$ cat src/rtl/fb_arb_pkg.sv
// Shared types and framebuffer geometry for the
// framebuffer write arbiter.
package fb_arb_pkg;

  typedef enum logic {
    IDLE  = 1'b0,
    BURST = 1'b1
  } arb_state_e;

  localparam int FB_WIDTH  = 240;
  localparam int FB_HEIGHT = 160;
  localparam int FB_PIXELS = FB_WIDTH * FB_HEIGHT;

  localparam int DEF_NREQ      = 3;
  localparam int DEF_ADDR_W    = 19;
  localparam int DEF_DATA_W    = 24;
  localparam int DEF_BURST_MAX = 16;
  localparam int STAT_W        = 16;

  // True when a write address falls outside the
  // visible framebuffer.
  function automatic logic addr_oob(
    input logic [31:0] a
  );
    return a >= 32'(FB_PIXELS);
  endfunction

endpackage

$ cat src/rtl/vs_edge_sync.sv
// Two-flop VGA_VS synchroniser with a one-cycle
// pulse on the synchronised falling edge.
module vs_edge_sync (
  input  logic Clk,
  input  logic Reset,
  input  logic VGA_VS,
  output logic frameStart
);

  logic [1:0] sync_q;
  logic       prev_q;

  // Sync chain and edge history idle high
  always_ff @(posedge Clk or posedge Reset) begin
    if (Reset) begin
      sync_q <= 2'b11;
      prev_q <= 1'b1;
    end else begin
      sync_q <= {sync_q[0], VGA_VS};
      prev_q <= sync_q[1];
    end
  end

  assign frameStart = prev_q & ~sync_q[1];

endmodule

$ cat src/rtl/fb_write_arbiter.sv
// Round-robin burst arbiter onto the framebuffer
// write port. Option: FB_ARB_STATS_EN (beat counters).
module fb_write_arbiter
  import fb_arb_pkg::*;
#(
  parameter int NREQ      = DEF_NREQ,
  parameter int ADDR_W    = DEF_ADDR_W,
  parameter int DATA_W    = DEF_DATA_W,
  parameter int BURST_MAX = DEF_BURST_MAX
) (
  input  logic                        Clk,
  input  logic                        Reset,
  input  logic                        VGA_VS,
  input  logic                        WinEn,
  input  logic [NREQ-1:0]             req,
  input  logic [NREQ-1:0]             last,
  input  logic [NREQ-1:0][ADDR_W-1:0] addr,
  input  logic [NREQ-1:0][DATA_W-1:0] data,
  output logic [NREQ-1:0]             gnt,
  output logic                        FBwe,
  output logic [ADDR_W-1:0]           FBwrite_address,
  output logic [DATA_W-1:0]           FBdata_In,
  output logic [1:0]                  owner,
  output logic                        busy,
  output logic                        frameStart,
  output logic                        errOob,
  output logic [NREQ-1:0][STAT_W-1:0] beatCnt
);

  localparam int BW = $clog2(BURST_MAX + 1);

  arb_state_e        state_q, state_d;
  logic [1:0]        owner_q, owner_d;
  logic [1:0]        last_q, last_d;
  logic [BW-1:0]     bcnt_q, bcnt_d;
  logic              frame_start;
  logic              sel_req, sel_last;
  logic [ADDR_W-1:0] sel_addr;
  logic [DATA_W-1:0] sel_data;
  logic [1:0]        winner;
  logic              win_ok;
  logic              accept, oob;
  logic              beat_done, drop;

  vs_edge_sync u_vs (
    .Clk        (Clk),
    .Reset      (Reset),
    .VGA_VS     (VGA_VS),
    .frameStart (frame_start)
  );

  assign frameStart = frame_start;
  assign owner      = owner_q;
  assign busy       = (state_q == BURST);

  // Route the current owner's lines
  always_comb begin
    sel_req  = 1'b0;
    sel_last = 1'b0;
    sel_addr = '0;
    sel_data = '0;
    for (int i = 0; i < NREQ; i++) begin
      if (owner_q == 2'(i)) begin
        sel_req  = req[i];
        sel_last = last[i];
        sel_addr = addr[i];
        sel_data = data[i];
      end
    end
  end

  // Round-robin pick after the previous owner
  always_comb begin
    int idx;
    idx    = 0;
    winner = '0;
    win_ok = 1'b0;
    for (int k = 1; k <= NREQ; k++) begin
      idx = (int'(last_q) + k) % NREQ;
      if (!win_ok && req[idx]) begin
        winner = 2'(idx);
        win_ok = 1'b1;
      end
    end
  end

  assign accept = busy && WinEn && sel_req;
  assign oob    = addr_oob(32'(sel_addr));
  assign drop   = busy && WinEn && !sel_req;
  assign beat_done = accept &&
    (sel_last || bcnt_q == BW'(BURST_MAX - 1));

  // One-hot grant follows the window in BURST
  always_comb begin
    gnt = '0;
    for (int i = 0; i < NREQ; i++) begin
      gnt[i] = busy && WinEn &&
               (owner_q == 2'(i));
    end
  end

  // Next-state: grant, count, release, abort
  always_comb begin
    state_d = state_q;
    owner_d = owner_q;
    last_d  = last_q;
    bcnt_d  = bcnt_q;
    unique case (state_q)
      IDLE: begin
        if (!frame_start && WinEn && win_ok) begin
          state_d = BURST;
          owner_d = winner;
          bcnt_d  = '0;
        end
      end
      BURST: begin
        if (accept) bcnt_d = bcnt_q + 1'b1;
        if (beat_done || drop) begin
          state_d = IDLE;
          last_d  = owner_q;
        end
      end
    endcase
    if (frame_start) begin
      state_d = IDLE;
      last_d  = 2'(NREQ - 1);
    end
  end

  // Arbiter state registers
  always_ff @(posedge Clk or posedge Reset) begin
    if (Reset) begin
      state_q <= IDLE;
      owner_q <= '0;
      last_q  <= 2'(NREQ - 1);
      bcnt_q  <= '0;
    end else begin
      state_q <= state_d;
      owner_q <= owner_d;
      last_q  <= last_d;
      bcnt_q  <= bcnt_d;
    end
  end

  // Registered write port, OOB beats swallowed
  always_ff @(posedge Clk or posedge Reset) begin
    if (Reset) begin
      FBwe            <= 1'b0;
      FBwrite_address <= '0;
      FBdata_In       <= '0;
    end else begin
      FBwe <= accept && !oob;
      if (accept) begin
        FBwrite_address <= sel_addr;
        FBdata_In       <= sel_data;
      end
    end
  end

  // Sticky OOB flag; a new OOB beat beats the clear
  always_ff @(posedge Clk or posedge Reset) begin
    if (Reset)
      errOob <= 1'b0;
    else if (accept && oob)
      errOob <= 1'b1;
    else if (frame_start)
      errOob <= 1'b0;
  end

`ifdef FB_ARB_STATS_EN
  logic [NREQ-1:0][STAT_W-1:0] cnt_q;

  // Saturating per-requester beat counters
  always_ff @(posedge Clk or posedge Reset) begin
    if (Reset) begin
      cnt_q <= '0;
    end else begin
      for (int i = 0; i < NREQ; i++) begin
        if (frame_start)
          cnt_q[i] <= '0;
        else if (accept && owner_q == 2'(i) &&
                 cnt_q[i] != '1)
          cnt_q[i] <= cnt_q[i] + 1'b1;
      end
    end
  end

  assign beatCnt = cnt_q;
`else
  assign beatCnt = '0;
`endif

endmodule
$ cat config.mk
export PLATFORM = sky130hd
export DESIGN_NAME = fb_write_arbiter
export DESIGN_NICKNAME = d
export VERILOG_FILES = /design/src/rtl/fb_arb_pkg.sv /design/src/rtl/vs_edge_sync.sv /design/src/rtl/fb_write_arbiter.sv
export SDC_FILE = /design/constraint.sdc
export NUM_CORES = 1
export LEC_CHECK = 0
export CAP_MARGIN = 20
export CORE_ASPECT_RATIO = 0.9
export CORE_MARGIN = 5
export CORE_UTILIZATION = 40
export DETAILED_ROUTE_END_ITERATION = 16
export GPL_ROUTABILITY_DRIVEN = 1
export PLACE_DENSITY_LB_ADDON = 0.12
export SYNTH_ARGS = -nofsm -noshare
export SYNTH_HDL_FRONTEND = slang
export SYNTH_HIERARCHICAL = 1
export SYNTH_SLANG_ARGS = --single-unit
$ cat constraint.sdc
create_clock -name Clk -period 3.74 [get_ports Clk]
set_input_delay 1.122 -clock Clk [delete_from_list [all_inputs] [get_ports Clk]]
set_output_delay 1.122 -clock Clk [all_outputs]
set_load 0.02 [all_outputs]
# ---- Word-level counts from Yosys, hierarchy flattened
# Cells that the tools add are included.
dict set report op_classes {
  add_sub_neg 4
  div_mod_pow 3
  n_lt_le_gt_ge 4
  eq_ne 5
  muxes 39
  bitwise_logic 3
  n_reduce_logical 27
}
# op count
set op_table {}
lappend op_table {{$lt A32 B4 Y1 const B} 3}
lappend op_table {{$mod A32 B3 Y32 const B} 3}
lappend op_table {{$mux W24} 3}
lappend op_table {{$mux W19} 3}
lappend op_table {{$mux W1} 20}
lappend op_table {{$ge A19 B16 Y1 const B} 1}
lappend op_table {{$logic_and A1 B1 Y1} 13}
lappend op_table {{$mux W2} 6}
lappend op_table {{$mux W5} 2}
lappend op_table {{$pmux W5 S2} 1}
lappend op_table {{$add A2 B2 Y3 const B} 2}
lappend op_table {{$bmux W1 S2} 3}
lappend op_table {{$reduce_and A2 Y1} 3}
lappend op_table {{$reduce_bool A2 Y1} 3}
lappend op_table {{$add A5 B1 Y5 const B} 1}
lappend op_table {{$eq A5 B4 Y1 const B} 1}
lappend op_table {{$logic_not A1 Y1} 5}
lappend op_table {{$add A2 B1 Y3 const B} 1}
lappend op_table {{$eq A2 B1 Y1 const B} 1}
lappend op_table {{$eq A2 B2 Y1 const B} 1}
lappend op_table {{$logic_not A2 Y1} 1}
lappend op_table {{$logic_or A1 B1 Y1} 2}
lappend op_table {{$ne A2 B1 Y1 const B} 1}
lappend op_table {{$ne A2 B2 Y1 const B} 1}
lappend op_table {{other kinds (3)} 4}
dict set report totals {
  ff_bits 58
  input_bits 139
  output_inout_bits 100
  word_cells 95
}

# ---- Longest topological paths before layout
dict set report depth {
  word_depth 16
  mapped_depth 9
  mapped_depth_nobuf 7
}

# ---- Cells and area by module
# The synthesis kept the hierarchy.
# mod n_inst cells_each area_each_um2 seq_area_each_um2
set by_module_without_submodules {}
lappend by_module_without_submodules {fb_write_arbiter 1 423 3622.2 1377.6}
lappend by_module_without_submodules {vs_edge_sync 1 5 96.3 78.8}

# ---- Least setup slack after synthesis
# No wires, ideal clock.
dict set report synth_timing {
  path_kind {input-to-output}
  start {input port WinEn}
  end {output port gnt[0]}
  arrival_ps 1705
  required_time_ps 2618
  slack_ps 913
  stages 2
  n_path_buf 0
  path_cell_list {nand2_1 -> nor3_1}
}
dict set report synth_between {
  elab_chain_cells 2
}
# element line_no
set synth_lines {}
lappend synth_lines {{from (decl)} fb_write_arbiter.sv:14} ;# input logic WinEn,
lappend synth_lines {{$logic_and A1 B1 Y1 (2 in a row)} fb_write_arbiter.sv:97} ;# gnt[i] = busy && WinEn &&
lappend synth_lines {{to (decl)} fb_write_arbiter.sv:19} ;# output logic [NREQ-1:0] gnt,
# No other way between the ends.

# ---- Worst setup path after layout
dict set report layout_timing {
  start {input port WinEn}
  end {output port gnt[1]}
}
# The elaborated chain is that of the path after synthesis.

==> results.yml <==
sta:
  holdWs_ns: 0.357
  max_freq_ghz: 0.273
  hold_viol: 0
  fin_tns_setup_ns: 0
  max-slew-margin-rel_pct: 49.6
  rsz0062_at_grt: "no"
  timing.final.crit_share_pct: 97.9
  worst_pin_slew_ns: 0.755
  finalSetupViolCount: 0
  post-route-min-period_ns: 3.66
  fin_skew_ns: 0.00726
  slew_viol_final: 0
synthesis:
  netlist_area_mm2: 0.00372
  synthMuxAreaShare_pct: 13.1
  ys_seq_elements: 58
  synth.distinct_cells: 42
  synth-main-ff-cell: "dfrtp_1"
  yosys.area.top_type_share_pct: 36.3
  synthArstFlopShare_pct: 100
  synthCells: 428
  yosys_warnings: 6
  yosys.area_share.simple_pct: 14.3
  syn_avg_cell_area_um2: 8.69
  synthTopCellsByCount: "nand2_1 (69), dfrtp_1 (54), buf_4 (53)"
  synth_top_family_by_area: "compound AO/OA/AOI/OAI gates"
  ys_seq_area_share_pct: 39.2
  synthAdderAreaFrac_pct: 1.62
  synth-xor-area-share_pct: 0.236
  ys_top_cells_by_area: "dfrtp_1 (36%), mux2i_1 (13%), buf_4 (11%)"
  synth_edf_count: 0
  synth_compound_area_share_pct: 16.0
  synth_top_cell_by_area: "dfrtp_1"
  yosysMostFrequentCell: "nand2_1"
floorplan:
  fp.dieArea_mm2: 0.0113
  core_mm2: 0.00908
  start_util_pct: 40.9
  die_w_um: 112
  io_pins: 239
  row_count: 33
  die_h_um: 101
layout:
  nets: 751
  n_antenna_cell: 0
  fillers: 798
  finalInstanceArea_mm2: 0.00570
  drive_above_1_share_pct: 6.21
  multiInputGateArea_mm2: 0.00187
  seqCellArea_mm2: 0.00146
  synthToLayoutAreaGrowth_pct: 53.2
grt:
  grt_pass1_wl_mm: 16.9
  grt_pass1_vias: 3581
  grt_max_degree: 88
  grt_use_total_pct: 18.6
  grt_antenna_before_repair: 0
  overflow: 0
critical_path:
  critPathMaxFanout: 6
  end_kind: "output port"
  r2r_end: "bcnt_q[2]"
  cp_data_required_time_ns: 2.62
  r2r_start: "owner[1]"
  r2r_cells: 7
  arrival_ns: 2.54
  startpoint: "WinEn"
  critPathLaunchType: "input pin"
  path_class: "input pin to output port"
  r2r_slack_ns: 1.00
  crit_path_end: "gnt[1]"
detailed_routing:
  wl_per_cell_um: 14.5
  drc: 0
  drt_iter0_markers: 123
  first_pass_iters: 4
  ant_nets: 0
  via_count: 3440
  viasPerCell: 4.69
  totalWireLength_mm: 10.6
place:
  globalplace.congestion: 0.839
  dpl.hpwl_mm: 8.55
  placed_cell_area_mm2: 0.00549
  portBuffers: 190
flow_run:
  drv_cap: 0
power:
  power_density_mw_per_mm2: 666
  fin_total_pwr_mw: 3.79
  vdd_drop_max_mv: 0.282
  cellLeakagePower_nw: 2.44
cts:
  cts_tree: "done"
  cts_made_buffers: 9
  clockBufferDepth: 2
  cts_hold_buf: 0
  clock_latency_ns: 0.33
  clock_sinks: 58
  root_buffer: "clkbuf_8"
  cts_setup_buffers: 0
  path_clk_slew_ns: 0.06
  h-tree-depth: 3
  cts_resized: 0
worst_hold_path:
  min-delay-path-class: "flip-flop to flip-flop"
  hold_depth: 0
outcome:
  status: "finished clean"
==> per-layer routing <==
layer | wire length, um | vias to the layer above | track usage (%)
met5 | 0 | - | 0
met4 | 94 | 0 | 4.40
met3 | 926 | 6 | 7.23
met2 | 5630 | 152 | 34.1
met1 | 3970 | 1567 | 20.4
li1 | - | 1715 | -
==> worst min-delay path by stage <==
stage	start	to	slack (ns)
6_report	u_vs/sync_q[0]	u_vs/sync_q[1]	0.36
2_1_floorplan	u_vs/sync_q[0]	u_vs/sync_q[1]	0.35
3_5_place_dp	u_vs/sync_q[0]	u_vs/sync_q[1]	0.35
4_1_cts	u_vs/sync_q[0]	u_vs/sync_q[1]	0.36
5_1_grt	u_vs/sync_q[0]	u_vs/sync_q[1]	0.36
3_3_place_gp	u_vs/sync_q[0]	u_vs/sync_q[1]	0.35
==> cell type report <==
cell class | instances | share of cell area, %
Timing Repair Buffer | 198 | 34.7
Multi-Input combinational cell | 331 | 32.8
Sequential cell | 58 | 25.6
Clock buffer | 13 | 2.97
Tap cell | 122 | 2.68
Inverter | 10 | 0.659
Clock inverter | 2 | 0.615
==> flip-flops by register name, summed over array words and instances, names as in the netlist <==
signal and cells:
FBdata_In 24, FBwrite_address 19, bcnt_q 5, last_q 2, owner 2, u_vs/sync_q 2, FBwe 1, busy 1
errOob 1, u_vs/prev_q 1
==> critical path, cell delays in order <==
cell	delay, ns
clkdlybuf4s50_1	0.47
nand2_1	0.13
nor3_1	0.17
clkdlybuf4s50_1	0.64
==> power breakdown <==
part | internal [mW] | switching (mW)
logic | 0.972 | 1.14
registers | 0.878 | 0.214
clock network | 0.358 | 0.226
==> stage by stage <==
| stage | util [%] | cells | worst slack [ns] |
|---|---|---|---|
| after floorplan | - | 475 | 0.913 |
| after global placement | 60.5 | 719 | 0.105 |
| after detailed placement | 60.5 | 719 | 0.0766 |
| after CTS | 62.7 | 734 | 0.0740 |
| after global routing | 62.7 | 734 | 0.000798 |
| final | 62.7 | 734 | 0.0777 |
==> logic make-up after synthesis <==
| group | after synthesis |
|---|---|
| DFF | 58 |
| AOI/OAI and AO/OA | 101 |
| and+or+nand+nor | 128 |
| muxes | 48 |
| other | 1 |
| adders and majority gates | 5 |
| buffers and inverters | 86 |
| xor gates and xnor gates | 1 |
==> placed cells by master (no fill, tap or decap), types with 4 or more instances in the layout <==
master	instances
buf_4	7
dfrtp_1	52
clkdlybuf4s50_1	190
dfstp_2	4
o2bb2ai_1	7
o21ai_0	9
ha_1	4
a21oi_1	40
o21ai_1	32
conb_1	48
clkbuf_8	12
inv_1	9
nor3_1	5
mux2i_1	47
nor2_1	44
nand2_1	69
Note: power is estimated with default switching activity, not from simulation.
==> variant (config.mk and constraints unchanged) <==
`DEF_ADDR_W`: 19 -> 21.
--- a/src/rtl/fb_arb_pkg.sv
+++ b/src/rtl/fb_arb_pkg.sv
@@ -12,7 +12,7 @@
   localparam int FB_PIXELS = FB_WIDTH * FB_HEIGHT;
 
   localparam int DEF_NREQ      = 3;
-  localparam int DEF_ADDR_W    = 19;
+  localparam int DEF_ADDR_W    = 21;
   localparam int DEF_DATA_W    = 24;
   localparam int DEF_BURST_MAX = 16;
   localparam int STAT_W        = 16;
Interface: changed (resized FBwrite_address and addr); port bits go from 239 to 247. The function was not compared with the original's and may differ.
==> variant against the unedited design <==
- total power is 1.2% higher
- sequential cell count grew 2
- worst setup slack better by 0.0047 ns
- non-clock buffer count rose by 9
- synthesized cell count rose by 2.6%
- area after synthesis grew 2.7%
- hold slack worse by 0.0012 ns
- count of clock-buffer cells in the layout is the same
- cell area up 3.0%
- wire length rose by 11%
- die area grew 2.4%
- register-to-register slack worse by 0.08 ns
- critical path type unchanged
- critical endpoint is now gnt[2]
==> variant: results (changes against the unedited design) <==
[global_route]
grt_pass1_wl_um = 18000  ; +6.1%
grt_max_degree = 47  ; -47%

[layout]
nMultiInputCombCells = 341  ; +3.0%
finalNonFillerCells = 755  ; +2.9%
finish.net_count = 777  ; +3.5%
layout-drive-gt1-share_pct = 5.85  ; -0.36 points
clk_share_pct = 2.62  ; -0.96 points
n_fill_cell = 794  ; -0.50%
buffers = 207  ; +4.5%
seqCellArea_um2 = 1510  ; +3.4%
multi_input_area_share_pct = 33.1  ; +0.29 points

[sta]
tightestPinTransition_ns = 0.769  ; +0.0142 ns
finClkSkew_ns = 0.0168  ; +0.00956 ns

[placement]
dpl.hpwl_um = 9430  ; +10%
io_buffers = 198  ; +4.2%
place.gp.congestion = 0.842  ; +0.30%
dp.cells = 739  ; +2.8%

[synth]
synthMuxAreaShare_pct = 13.3  ; +0.25 points
synth-seq-cells = 60  ; +3.4%
synthAdderAreaFrac_pct = 1.31  ; -0.30 points
synth_compound_area_share_pct = 17.2  ; +1.2 points
synthCells = 439  ; +2.6%
synth_xor_xnor_area_share_pct = 0.229  ; -0.0062 points
yosys-top-cells-count = nand2_1, dfrtp_1, buf_4
syn_area_um2 = 3820  ; +2.7%

[outcome]
outcome = finished, final reports clean

[route]
drtIter0Drc = 132  ; +7.3%
via_count = 3599  ; +4.6%

[power_and_ir_drop]
leakagePower_nw = 2.50  ; +2.4%

-- variant: cell types whose count changed after synthesis, sizes merged, moves of 3 or more --
cell / change
mux2i: -3
nor2b: +3
mux2: +5
a22oi: +5
o21ai: +9
o2bb2ai: -3
-- variant: layer usage --
layer	global-route usage [%]	share of wire, %	wire (um)
met5	0	0	0
met4	4.62	0.96	114
met3	4.99	8.3	984
met2	35.6	51	6070
met1	22.3	39	4640
-- variant: worst paths after layout --
| kind | start | to | slack [ns] | cells after the start |
|---|---|---|---|---|
| worst min-delay path | u_vs/sync_q[0] | u_vs/sync_q[1] | 0.36 | 0 |
| worst min register to register | u_vs/sync_q[0] | u_vs/sync_q[1] | 0.36 | 0 |
| worst max-delay path | WinEn | gnt[2] | 0.08 | 4 |
| max in group asynchronous | Reset | last_q[1] | 2.13 | 3 |
| min in group asynchronous | Reset | errOob | 1.19 | 3 |
| worst max register to register | owner[1] | errOob | 0.92 | 7 |
-- variant: cell families after synthesis --
group                    count (synthesis)
other                                    1
buffers and inverters                   85
AO/OA/AOI/OAI                          111
XOR/XNOR                                 1
adder cells (fa/ha/maj)                  4
multiplexers                            50
flip-flops                              60
AND/OR/NAND/NOR                        127
-- variant: per-stage QoR --
step | setup WS (ns) | util (%)
6_report | 0.0824 | 63.7
4_1_cts | 0.0853 | 63.7
3_3_place_gp | 0.138 | 62.0
2_1_floorplan | 0.769 | -
3_5_place_dp | 0.0980 | 62.0
5_1_grt | 0.0435 | 63.7
-- variant: power breakdown --
part	switching, mW	total, mW	leakage [nW]	internal (mW)
Sequential	0.175	1.08	0.758	0.909
Clock	0.235	0.473	0.0812	0.238
Combinational	1.26	2.28	1.66	1.01
-- variant: critical path, delay by kind of cell --
family,cells,cell delay (ns)
buffers and inverters,2,1.13
AND/OR/NAND/NOR,2,0.28
